`src/rtl/switch_pkg.sv`:
```
// switch_pkg: shared types, sizes and priority-encode helper for the switch encoder
package switch_pkg;
  localparam int SWITCH_COUNT = 8;
  localparam int CODE_WIDTH = 3;
  typedef enum logic {IDLE, PENDING} enc_state_t;
  function automatic logic [CODE_WIDTH-1:0] msb_index(input logic [SWITCH_COUNT-1:0] v);
    logic [CODE_WIDTH-1:0] code;
    code = '0;
    for (int i = 0; i < SWITCH_COUNT; i++) code = v[i] ? CODE_WIDTH'(i) : code;
    return code;
  endfunction
endpackage

```
`src/rtl/switch_debouncer.sv`:
```
// switch_debouncer: two-flop synchroniser plus whole-vector debounce of the raw switches
module switch_debouncer
  import switch_pkg::*;
#(
  parameter int unsigned DEBOUNCE_CYCLES = 16
) (
  input  logic                    clock,
  input  logic                    reset,
  input  logic [SWITCH_COUNT-1:0] switches,
  output logic [SWITCH_COUNT-1:0] switches_stable
);
  localparam int CW = $clog2(DEBOUNCE_CYCLES + 1);
  localparam logic [CW-1:0] LAST = CW'(DEBOUNCE_CYCLES - 1);
  logic [SWITCH_COUNT-1:0] meta, sync, candidate;
  logic [CW-1:0] count;
  // any difference in any bit restarts the count for the whole vector
  always_ff @(posedge clock) begin
    if (!reset) begin
      meta <= '0;
      sync <= '0;
      candidate <= '0;
      count <= '0;
      switches_stable <= '0;
    end else begin
      meta <= switches;
      sync <= meta;
      if (sync != candidate) begin
        candidate <= sync;
        count <= '0;
      end else if (count < LAST) count <= count + CW'(1);
      else switches_stable <= candidate;
    end
  end
endmodule

```
`src/rtl/switch_encoder_8to3.sv`:
```
// switch_encoder_8to3: debounced switches priority-encoded and reported as coalesced valid/ready events
module switch_encoder_8to3
  import switch_pkg::*;
#(
  parameter int unsigned DEBOUNCE_CYCLES = 16
) (
  input  logic                    clock,
  input  logic                    reset,
  input  logic [SWITCH_COUNT-1:0] switches,
  input  logic                    out_ready,
  output logic                    out_valid,
  output logic [CODE_WIDTH-1:0]   out_code,
  output logic                    out_present,
  output logic [SWITCH_COUNT-1:0] switches_stable
);
  enc_state_t state;
  logic enc_present, last_present;
  logic [CODE_WIDTH-1:0] enc_code, last_code;
  switch_debouncer #(.DEBOUNCE_CYCLES(DEBOUNCE_CYCLES)) debouncer (
    .clock(clock),
    .reset(reset),
    .switches(switches),
    .switches_stable(switches_stable)
  );
  assign enc_present = |switches_stable;
  assign enc_code = msb_index(switches_stable);
  // changes seen while PENDING are not queued; IDLE re-compares against the last accepted pair
  always_ff @(posedge clock) begin
    if (!reset) begin
      state <= IDLE;
      out_valid <= 1'b0;
      out_code <= '0;
      out_present <= 1'b0;
      last_code <= '0;
      last_present <= 1'b0;
    end else if (state == IDLE) begin
      if ({enc_present, enc_code} != {last_present, last_code}) begin
        out_code <= enc_code;
        out_present <= enc_present;
        out_valid <= 1'b1;
        state <= PENDING;
      end
    end else if (out_ready) begin
      last_code <= out_code;
      last_present <= out_present;
      out_valid <= 1'b0;
      state <= IDLE;
    end
  end
endmodule

```
`config.mk`:
```
export PLATFORM = sky130hd
export DESIGN_NAME = switch_encoder_8to3
export DESIGN_NICKNAME = d
export VERILOG_FILES = /design/src/rtl/switch_pkg.sv /design/src/rtl/switch_debouncer.sv /design/src/rtl/switch_encoder_8to3.sv
export SDC_FILE = /design/constraint.sdc
export NUM_CORES = 1
export LEC_CHECK = 0
export CAP_MARGIN = 30
export CORE_ASPECT_RATIO = 0.75
export CORE_MARGIN = 10
export CORE_UTILIZATION = 40
export DETAILED_ROUTE_END_ITERATION = 10
export DONT_BUFFER_PORTS = 1
export GPL_TIMING_DRIVEN = 0
export HOLD_SLACK_MARGIN = 0.02
export RECOVER_POWER = 100
export SYNTH_ARGS = -nofsm -noshare
export SYNTH_HDL_FRONTEND = slang
export SYNTH_SLANG_ARGS = --single-unit
```
`constraint.sdc`:
```
create_clock -name clock -period 1.8 [get_ports clock]
set_clock_uncertainty 0.1 [all_clocks]
set_input_delay 0.36 -clock clock [delete_from_list [all_inputs] [get_ports clock]]
set_output_delay 0.36 -clock clock [all_outputs]
set_load 0.01 [all_outputs]
```
==> results_dict.tcl, run 1 <==
set metrics [dict create \
    status "complete, but fails checks" \
    failed_checks "negative setup slack" \
    yosys-top-cells-area "dfxtp_1 (53%), and2_1 (8.5%), mux2i_1 (7.4%)" \
    maxSlewViolCount 0 \
    crit_arrival_ns 2.14 \
    reg2reg_setup_slack_ns -0.21 \
    hp-class "primary input to flip-flop" \
    yosysTopAreaCell "dfxtp_1" \
    start_util 0.424 \
    floorplan.die.height_um 77.5 \
    syn_nets 182 \
    synth_top_area_share 0.534 \
    via_count 1185 \
    crit_type "flip-flop to flip-flop" \
    hpwl_um 2650 \
    die_area_mm2 0.00749 \
    power_per_cell_area_mw_per_mm2 975 \
    avgRoutedWirePerCell_um 14.9 \
    drt_iter0_markers 82 \
    final.min_clock_period_ns 2.01 \
    avgSynthCellArea_um2 10.4 \
    vdd_drop_max_uv 442 \
    core.rowCount 20 \
    antenna_cells 0 \
    start_kind "flip-flop" \
    setup_violations 6 \
    port_buffers 0 \
    cts_buffers 5 \
    hold-worst-slack_ns 0.0856 \
    area_growth_pct 11.8 \
    worst_slew_pin_slew_ns 0.465 \
    grtUsageTotal 0.0917 \
    wl_um 3500 \
    total_power_w 0.00192 \
    crit_path_top_delay_cell "or4_4" \
    crit_fanout 5 \
    final_nets 191 \
    clock_path_buffers 2 \
    min_path_cells 1 \
    crit_path_max_incr_delay_ns 0.55 \
    hold_buffers 0 \
    dp_cells 225 \
    antenna_found_initial 0 \
    grt_pass1_wl_um 5620 \
    cts_tree "built" \
    vias_per_cell 5.04 \
    maxCapViolCount 0 \
    synth.distinct_cells 29 \
    rr_worst_depth 6 \
    io_pins 24 \
    min_from "switches[2]" \
    overflow 0 \
    fp.dieW_um 96.7 \
    drcViolationCount 0 \
    hold_viol 0 \
    path_clk_slew_ns 0.08 \
    worstSkewPairLatency_ns 0.30 \
    rr_startpoint "debouncer.switches_stable[0]" \
    instances_no_fill 235 \
    max_slew_margin 0.686 \
    core_area_mm2 0.00415 \
    fin_ws_ns -0.214 \
    endpoint_kind "flip-flop" \
    synth-seq-area-share 0.534 \
    cp.required_ns 1.92 \
    p_leak_nw 0.723 \
    finalWeightedCongestion 0.774 \
    syn_inst 170 \
    grt_pass1_vias 1062 \
    rsz0062_at_grt "true" \
    h-tree-depth 2 \
    ys_seq_elements 47 \
    postRouteAntennaNets 0 \
    holdPathEnd "debouncer.meta[2]" \
    path_cells "or4_4, xor2_1, o31ai_2, a31o_1, buf_6, mux2i_1" \
    clock-root-buffer "clkbuf_8" \
    regToRegEndpoint "out_code[1]" \
    drive_gt1_frac 0.106 \
    netlist_area_mm2 0.00176 \
    fmax_ghz 0.496 \
    drt_pre_antenna_iters 4 \
    cts_sinks 47 \
    grt_max_degree 15 \
    period_share 1.12 \
    synth_warnings 0 \
]
## sequential cells by signal (all words and copies together), names as in the netlist
name and cells:
last_present 1, debouncer.sync 8, debouncer.count 5, debouncer.meta 8
debouncer.switches_stable 8, last_code 3, out_valid 1, state 1
out_present 1, out_code 3, debouncer.candidate 8
## cells in the final DEF (no fill, tap or decap), types with 2 or more instances in the layout
master / count
xor2_1: 2
inv_1: 2
o211ai_1: 2
or4_4: 2
nand4_1: 3
o21ai_0: 3
a41oi_1: 2
nor2_1: 8
nand3_1: 6
dfxtp_2: 4
clkbuf_8: 6
and2_0: 11
xnor2_1: 9
clkbuf_1: 5
nand2_1: 15
mux2i_1: 13
nor2b_1: 10
and2_1: 13
a21boi_0: 5
dfxtp_1: 43
## area by class of cell
cell class | instances | area, um2
fillers | 412 | 2180
flip-flops and latches | 47 | 946
multi-input cells | 115 | 773
clock buffers | 6 | 82.6
well taps | 55 | 68.8
clock inverters | 2 | 35.0
plain buffers | 6 | 30.0
repair buffers | 2 | 27.5
inverters | 2 | 7.51
## where the power goes
| part | internal, W | switching, W |
|---|---|---|
| Clock | 0.000449 | 0.000337 |
| Combinational | 0.0000280 | 0.0000309 |
| Sequential | 0.00106 | 0.0000145 |
## timing repair
action,CTS,global route
resized for setup,1,1
pin swaps,0,1
endpoints found under the setup margin,6,14
buffers inserted,1,1
## critical path: cells and delay by family (launching register included)
family          cells  cell delay, ns
simple gates        1            0.55
compound gates      2            0.46
flops               1            0.36
mux                 1            0.18
xor+xnor            1            0.17
buf+inv             1            0.13
## synth_stat cells, drive strengths merged
master,count
o31ai,2
a41oi,2
or4,2
nor3,1
dfxtp,47
clkbuf,5
o211a,1
a31o,1
ha,1
buf,1
nand3,6
mux2i,13
o21ai,3
xnor2,9
nor2,8
o211ai,2
inv,2
or2,1
nand2b,1
xor2,2
nand4,3
a211oi,1
and2,24
nand2,15
a21oi,1
o311a,1
a21boi,5
nor2b,10
## layer usage
metal,vias up,GRT usage,share of wire
li1,587,-,-
met1,552,0.127,0.49
met2,43,0.119,0.41
met3,3,0.0434,0.090
met4,0,0.0309,0.0060
met5,-,0,0
## per-stage QoR
| stage | setup TNS, ns | cell area [um2] | setup slack (ns) | util |
|---|---|---|---|---|
| floorplan | -0.0681 | 1770 | -0.0170 | - |
| global placement | -0.701 | 1830 | -0.149 | 0.442 |
| detailed placement | -0.816 | 1830 | -0.177 | 0.442 |
| CTS | -0.971 | 1960 | -0.191 | 0.472 |
| global route | -1.64 | 1970 | -0.297 | 0.474 |
| finish | -1.13 | 1970 | -0.214 | 0.474 |
## how the worst max path moves through the flow
stage	startpoint	endpoint	slack, ns	cells past startpoint
floorplan	debouncer.switches_stable[0]	out_code[0]	-0.02	6
global placement	debouncer.switches_stable[2]	out_code[1]	-0.15	6
detailed placement	debouncer.switches_stable[4]	out_code[1]	-0.18	5
CTS	debouncer.switches_stable[0]	out_code[1]	-0.19	6
global route	debouncer.switches_stable[0]	out_code[0]	-0.30	6
finish	debouncer.switches_stable[0]	out_code[1]	-0.21	6
## cell families (layout without fill, tap and decap cells)
| logic type | count (synthesis) | in the layout | share of synthesized area |
|---|---|---|---|
| flops | 47 | 47 | 0.534 |
| compound gates | 19 | 19 | 0.0830 |
| fa+ha+maj | 1 | 1 | 0.00710 |
| buf+inv | 8 | 18 | 0.0213 |
| mux | 13 | 13 | 0.0738 |
| xor+xnor | 11 | 11 | 0.0547 |
| simple gates | 71 | 71 | 0.226 |
(Power assumes the default switching activity.)
==> run 2, diff against run 1 <==
--- a/config.mk
+++ b/config.mk
@@ -5,6 +5,7 @@
 export SDC_FILE = /design/constraint.sdc
 export NUM_CORES = 1
 export LEC_CHECK = 0
+export ABC_AREA = 1
 export CAP_MARGIN = 30
 export CORE_ASPECT_RATIO = 0.75
 export CORE_MARGIN = 10
==> results_dict.tcl, run 2 <==
set metrics [dict create \
    grt_pass1_wl_um 6040 \
    rr_worst_depth 9 \
    met3_usage 0.0337 \
    core_area_mm2 0.00449 \
    synth.distinct_cells 27 \
    p_leak_nw 1.04 \
    reg2reg_setup_slack_ns 0.18 \
    clock-root-buffer "clkbuf_8" \
    synth_enable_flop_cells 0 \
    synth_warnings 0 \
    final_nets 257 \
    power_per_cell_area_mw_per_mm2 1220 \
    area_growth_pct 11.1 \
    min_from "switches[2]" \
    overflow 0 \
    grt_use_met2 0.133 \
    antenna_found_initial 0 \
    ys_seq_elements 47 \
    netlist_area_mm2 0.00186 \
    drt_pre_antenna_iters 4 \
    syn_nets 250 \
    grt_util_met1 0.127 \
    cp.buffers_inverters 1 \
    setup_violations 0 \
    grt_pass1_vias 1285 \
    pre_cts_slack_ns 0.159 \
    start_util 0.415 \
    clock_path_buffers 2 \
    port_buffers 0 \
    finalWeightedCongestion 0.757 \
    maxSlewViolCount 0 \
    yosysTopAreaCell "dfxtp_1" \
    worst_slew_pin_slew_ns 0.412 \
    fp.dieW_um 98.8 \
    floorplan.die.height_um 79.1 \
    status "finished, final reports clean" \
    avgSynthCellArea_um2 7.83 \
    tns_ns 0 \
    crit_family "simple AND/OR/NAND/NOR gates" \
    avgRoutedWirePerCell_um 11.0 \
    final.min_clock_period_ns 1.62 \
    crit_path_top_delay_cell "dfxtp_1" \
    vias_per_cell 4.38 \
    grtUsageTotal 0.0950 \
    path_cells "nor2_1, nand2_2, nor2_1, nand2_1, nand3_2, nor2_4, nand3_4, o21ai_0, inv_1" \
    vdd_drop_max_uv 453 \
    rsz0062_at_grt "false" \
    max_slew_margin 0.725 \
    cp.required_ns 1.90 \
    core.rowCount 21 \
    regToRegEndpoint "state" \
    via_count 1328 \
    fin_ws_ns 0.182 \
    synth_common_cells "dfxtp_1 (47), nand2_1 (47), inv_1 (40)" \
    start_kind "flip-flop" \
    fmax_ghz 0.618 \
    syn_inst 238 \
    hpwl_um 2590 \
    holdPathEnd "debouncer.meta[2]" \
    hold_viol 0 \
    synth-async-reset-ratio 0 \
    grt-busiest-layer "met2" \
    cts_tree "built" \
    maxCapViolCount 0 \
    synth-seq-area-share 0.505 \
    drcViolationCount 0 \
    utilization 0.461 \
    drt_iter0_markers 77 \
    crit_fanout 10 \
    wl_um 3330 \
    period_share 0.899 \
    layout_common_cells "nand2_1 (47), dfxtp_1 (45), inv_1 (41)" \
    synth_top_area_share 0.505 \
    nFillCells 480 \
    postRouteAntennaNets 0 \
    crit_path_max_incr_delay_ns 0.51 \
    hp-class "primary input to flip-flop" \
    antenna_cells 0 \
    final_common_cell "nand2_1" \
    h-tree-depth 2 \
    min_path_cells 2 \
    yosys-top-cells-area "dfxtp_1 (51%), nand2_1 (9.5%), inv_1 (8.1%)" \
    rr_startpoint "debouncer.switches_stable[3]" \
    grt_max_degree 15 \
    worstSkewPairLatency_ns 0.30 \
    crit_type "flip-flop to flip-flop" \
    cpMostUsedCell "nor2_1" \
    endpoint_kind "flip-flop" \
    cts_buffers 5 \
    io_pins 24 \
    synthFlopType "dfxtp_1" \
    drive_gt1_frac 0.106 \
    path_clk_slew_ns 0.08 \
    crit_arrival_ns 1.72 \
    hold_buffers 0 \
    die_area_mm2 0.00782 \
    total_power_w 0.00252 \
    cts_sinks 47 \
]
run 2: cell count changes in the layout (fill, tap and decap cells not counted), moves of 5 or more:
cell	delta
a21boi_0	-5
and2_0	-11
inv_1	+39
xnor2_1	-5
nor2_1	+29
mux2i_1	-13
and2_1	-13
o21ai_0	+8
nand2_1	+32
nor2b_1	-10
a21oi_1	+10
run 2: worst max path at each step:
stage                        endpoint                         start  slack [ns]  cells after the start
final                           state  debouncer.switches_stable[3]        0.18                      9
after detailed placement  out_code[1]  debouncer.switches_stable[2]        0.16                      9
after global routing      out_present  debouncer.switches_stable[4]        0.01                     10
after floorplan           out_code[0]  debouncer.switches_stable[6]        0.38                      8
after CTS                 out_present  debouncer.switches_stable[2]        0.15                     10
after global placement    out_present  debouncer.switches_stable[2]        0.20                      9
run 2: what timing repair did:
action / CTS / global route
setup buffers: 0 / 0
gates resized for setup: 0 / 2
endpoints found under the setup margin: 0 / 1
run 2: routing by layer:
| layer | share of wire | wire (um) |
|---|---|---|
| met5 | 0 | 0 |
| met4 | 0.019 | 63 |
| met1 | 0.51 | 1700 |
| met2 | 0.41 | 1370 |
| met3 | 0.060 | 199 |
run 2: cell families after synthesis:
kind of cell	Yosys count	share of synthesized area
and+or+nand+nor	106	0.269
buffers and inverters	50	0.103
DFF	47	0.505
AOI/OAI and AO/OA	26	0.0792
xor gates and xnor gates	8	0.0376
adders and majority gates	1	0.00671
run 2: through the flow:
step,std cells,instance area [um2],hold WS (ns)
floorplan,238,1860,0.290
global placement,295,1930,0.295
detailed placement,295,1930,0.298
CTS,303,2070,0.0451
global route,303,2070,0.0435
finish,303,2070,0.0521
run 2: layout make-up:
| class | instances | area [um2] | area share |
|---|---|---|---|
| tap | 57 | 71.3 | 0.0345 |
| sequential | 47 | 943 | 0.456 |
| buffer | 5 | 22.5 | 0.0109 |
| clock buffer | 6 | 72.6 | 0.0351 |
| inverter | 45 | 169 | 0.0816 |
| clock inverter | 2 | 60.1 | 0.0290 |
| multi-input combinational | 141 | 731 | 0.353 |
run 2: power breakdown:
| group | switching [W] | internal [W] | leakage, nW |
|---|---|---|---|
| Combinational | 0.000231 | 0.000142 | 0.591 |
| Clock | 0.000343 | 0.000555 | 0.0654 |
| Sequential | 0.000103 | 0.00115 | 0.385 |
==> run 3, diff against run 2 <==
--- a/config.mk
+++ b/config.mk
@@ -14,6 +14,7 @@
 export DONT_BUFFER_PORTS = 1
 export GPL_TIMING_DRIVEN = 0
 export HOLD_SLACK_MARGIN = 0.02
+export PLACE_DENSITY = 0.54
 export RECOVER_POWER = 100
 export SYNTH_ARGS = -nofsm -noshare
 export SYNTH_HDL_FRONTEND = slang
==> results_dict.tcl, run 3 (same netlist as run 2, synthesis figures left out) <==
set metrics [dict create \
    clock-root-buffer "clkbuf_8" \
    via_count 1265 \
    layout_common_cells "nand2_1 (48), dfxtp_1 (47), inv_1 (40)" \
    final_nets 257 \
    startpoint "debouncer.switches_stable[2]" \
    instances_no_fill 303 \
    max_slew_margin 0.717 \
    finalWeightedCongestion 0.750 \
    cts_tree "built" \
    fp.dieW_um 98.8 \
    holdPathEnd "debouncer.meta[1]" \
    drt_pre_antenna_iters 4 \
    maxSlewViolCount 0 \
    fmax_ghz 0.615 \
    core_area_mm2 0.00449 \
    postRouteAntennaNets 0 \
    rsz0062_at_grt "false" \
    hp-class "primary input to flip-flop" \
    endpoint_kind "flip-flop" \
    worst_slew_pin_slew_ns 0.424 \
    avgRoutedWirePerCell_um 10.6 \
    status "finished, final reports clean" \
    grt_max_degree 15 \
    cts_setup_buffers 0 \
    hold_viol 0 \
    min_path_cells 2 \
    min_from "switches[1]" \
    setup_violations 0 \
    h-tree-depth 2 \
    p_leak_nw 1.01 \
    antenna_cells 0 \
    vdd_drop_max_uv 555 \
    rr_startpoint "debouncer.switches_stable[2]" \
    die_area_mm2 0.00782 \
    crit_arrival_ns 1.72 \
    power_per_cell_area_mw_per_mm2 1100 \
    crit_type "flip-flop to flip-flop" \
    overflow 0 \
    antenna_found_initial 0 \
    drt_iter0_markers 31 \
    grt_pass1_wl_um 5640 \
    drive_gt1_frac 0.0935 \
    cp.required_ns 1.90 \
    final.min_clock_period_ns 1.63 \
    regToRegEndpoint "out_present" \
    maxCapViolCount 0 \
    start_util 0.415 \
    hpwl_um 2460 \
    cts_sinks 47 \
    worstSkewPairLatency_ns 0.30 \
    reg2reg_setup_slack_ns 0.17 \
    cts_buffers 5 \
    hold-worst-slack_ns 0.0541 \
    port_buffers 0 \
    floorplan.die.height_um 79.1 \
    rr_worst_depth 9 \
    crit_fanout 10 \
    grt_pass1_vias 1215 \
    hold_buffers 0 \
    period_share 0.903 \
    vias_per_cell 4.17 \
    cts-resized-gates 0 \
    start_kind "flip-flop" \
    io_pins 24 \
    area_growth_pct 8.06 \
    final_common_cell "nand2_1" \
    grtUsageTotal 0.0894 \
    wl_um 3200 \
    path_clk_slew_ns 0.08 \
    clock_path_buffers 2 \
    dp_cells 295 \
    tns_ns 0 \
    core.rowCount 21 \
    drcViolationCount 0 \
]
==> run 3: worst max-delay path: stages, from the launching register on <==
cell	delay (ns)
dfxtp_1	0.49
nor2_1	0.11
nand2_2	0.12
nor2_1	0.07
nand2_1	0.07
nand3_2	0.11
nor2_4	0.11
nand3_4	0.13
a21oi_1	0.16
nor2_1	0.06
==> run 3: area by class of cell <==
type,count,area (um2)
Buffer,5,18.8
Sequential cell,47,941
Tap cell,57,71.3
Multi-Input combinational cell,141,728
Clock buffer,6,72.6
Fill cell,465,2480
Inverter,45,169
Clock inverter,2,12.5
==> run 3: through the flow <==
step / worst slack, ns / power [W] / cell area [um2] / util
detailed placement: 0.161 / 0.00165 / 1930 / 0.431
CTS: 0.147 / 0.00227 / 2020 / 0.449
global route: 0.0185 / 0.00238 / 2010 / 0.448
global placement: 0.173 / 0.00164 / 1930 / 0.431
floorplan: 0.381 / 0.00157 / 1860 / -
finish: 0.174 / 0.00222 / 2010 / 0.448
==> run 3: power by group <==
group | total [W] | internal (W) | switching [W]
sequential | 0.00125 | 0.00115 | 0.0000994
clock | 0.000613 | 0.000271 | 0.000341
combinational | 0.000362 | 0.000141 | 0.000221
==> run 3: how the worst max path moves through the flow <==
stage,end,slack (ns),cells after the start
finish,out_present,0.17,9
floorplan,out_code[0],0.38,8
CTS,out_present,0.15,9
global route,out_present,0.02,9
global placement,out_code[2],0.17,9
detailed placement,out_present,0.16,9
==> run 3: layer usage <==
| metal | wire (um) | track usage |
|---|---|---|
| met1 | 1830 | 0.127 |
| met2 | 1110 | 0.108 |
| met3 | 182 | 0.0355 |
| met4 | 68 | 0.0514 |
| met5 | 0 | 0 |
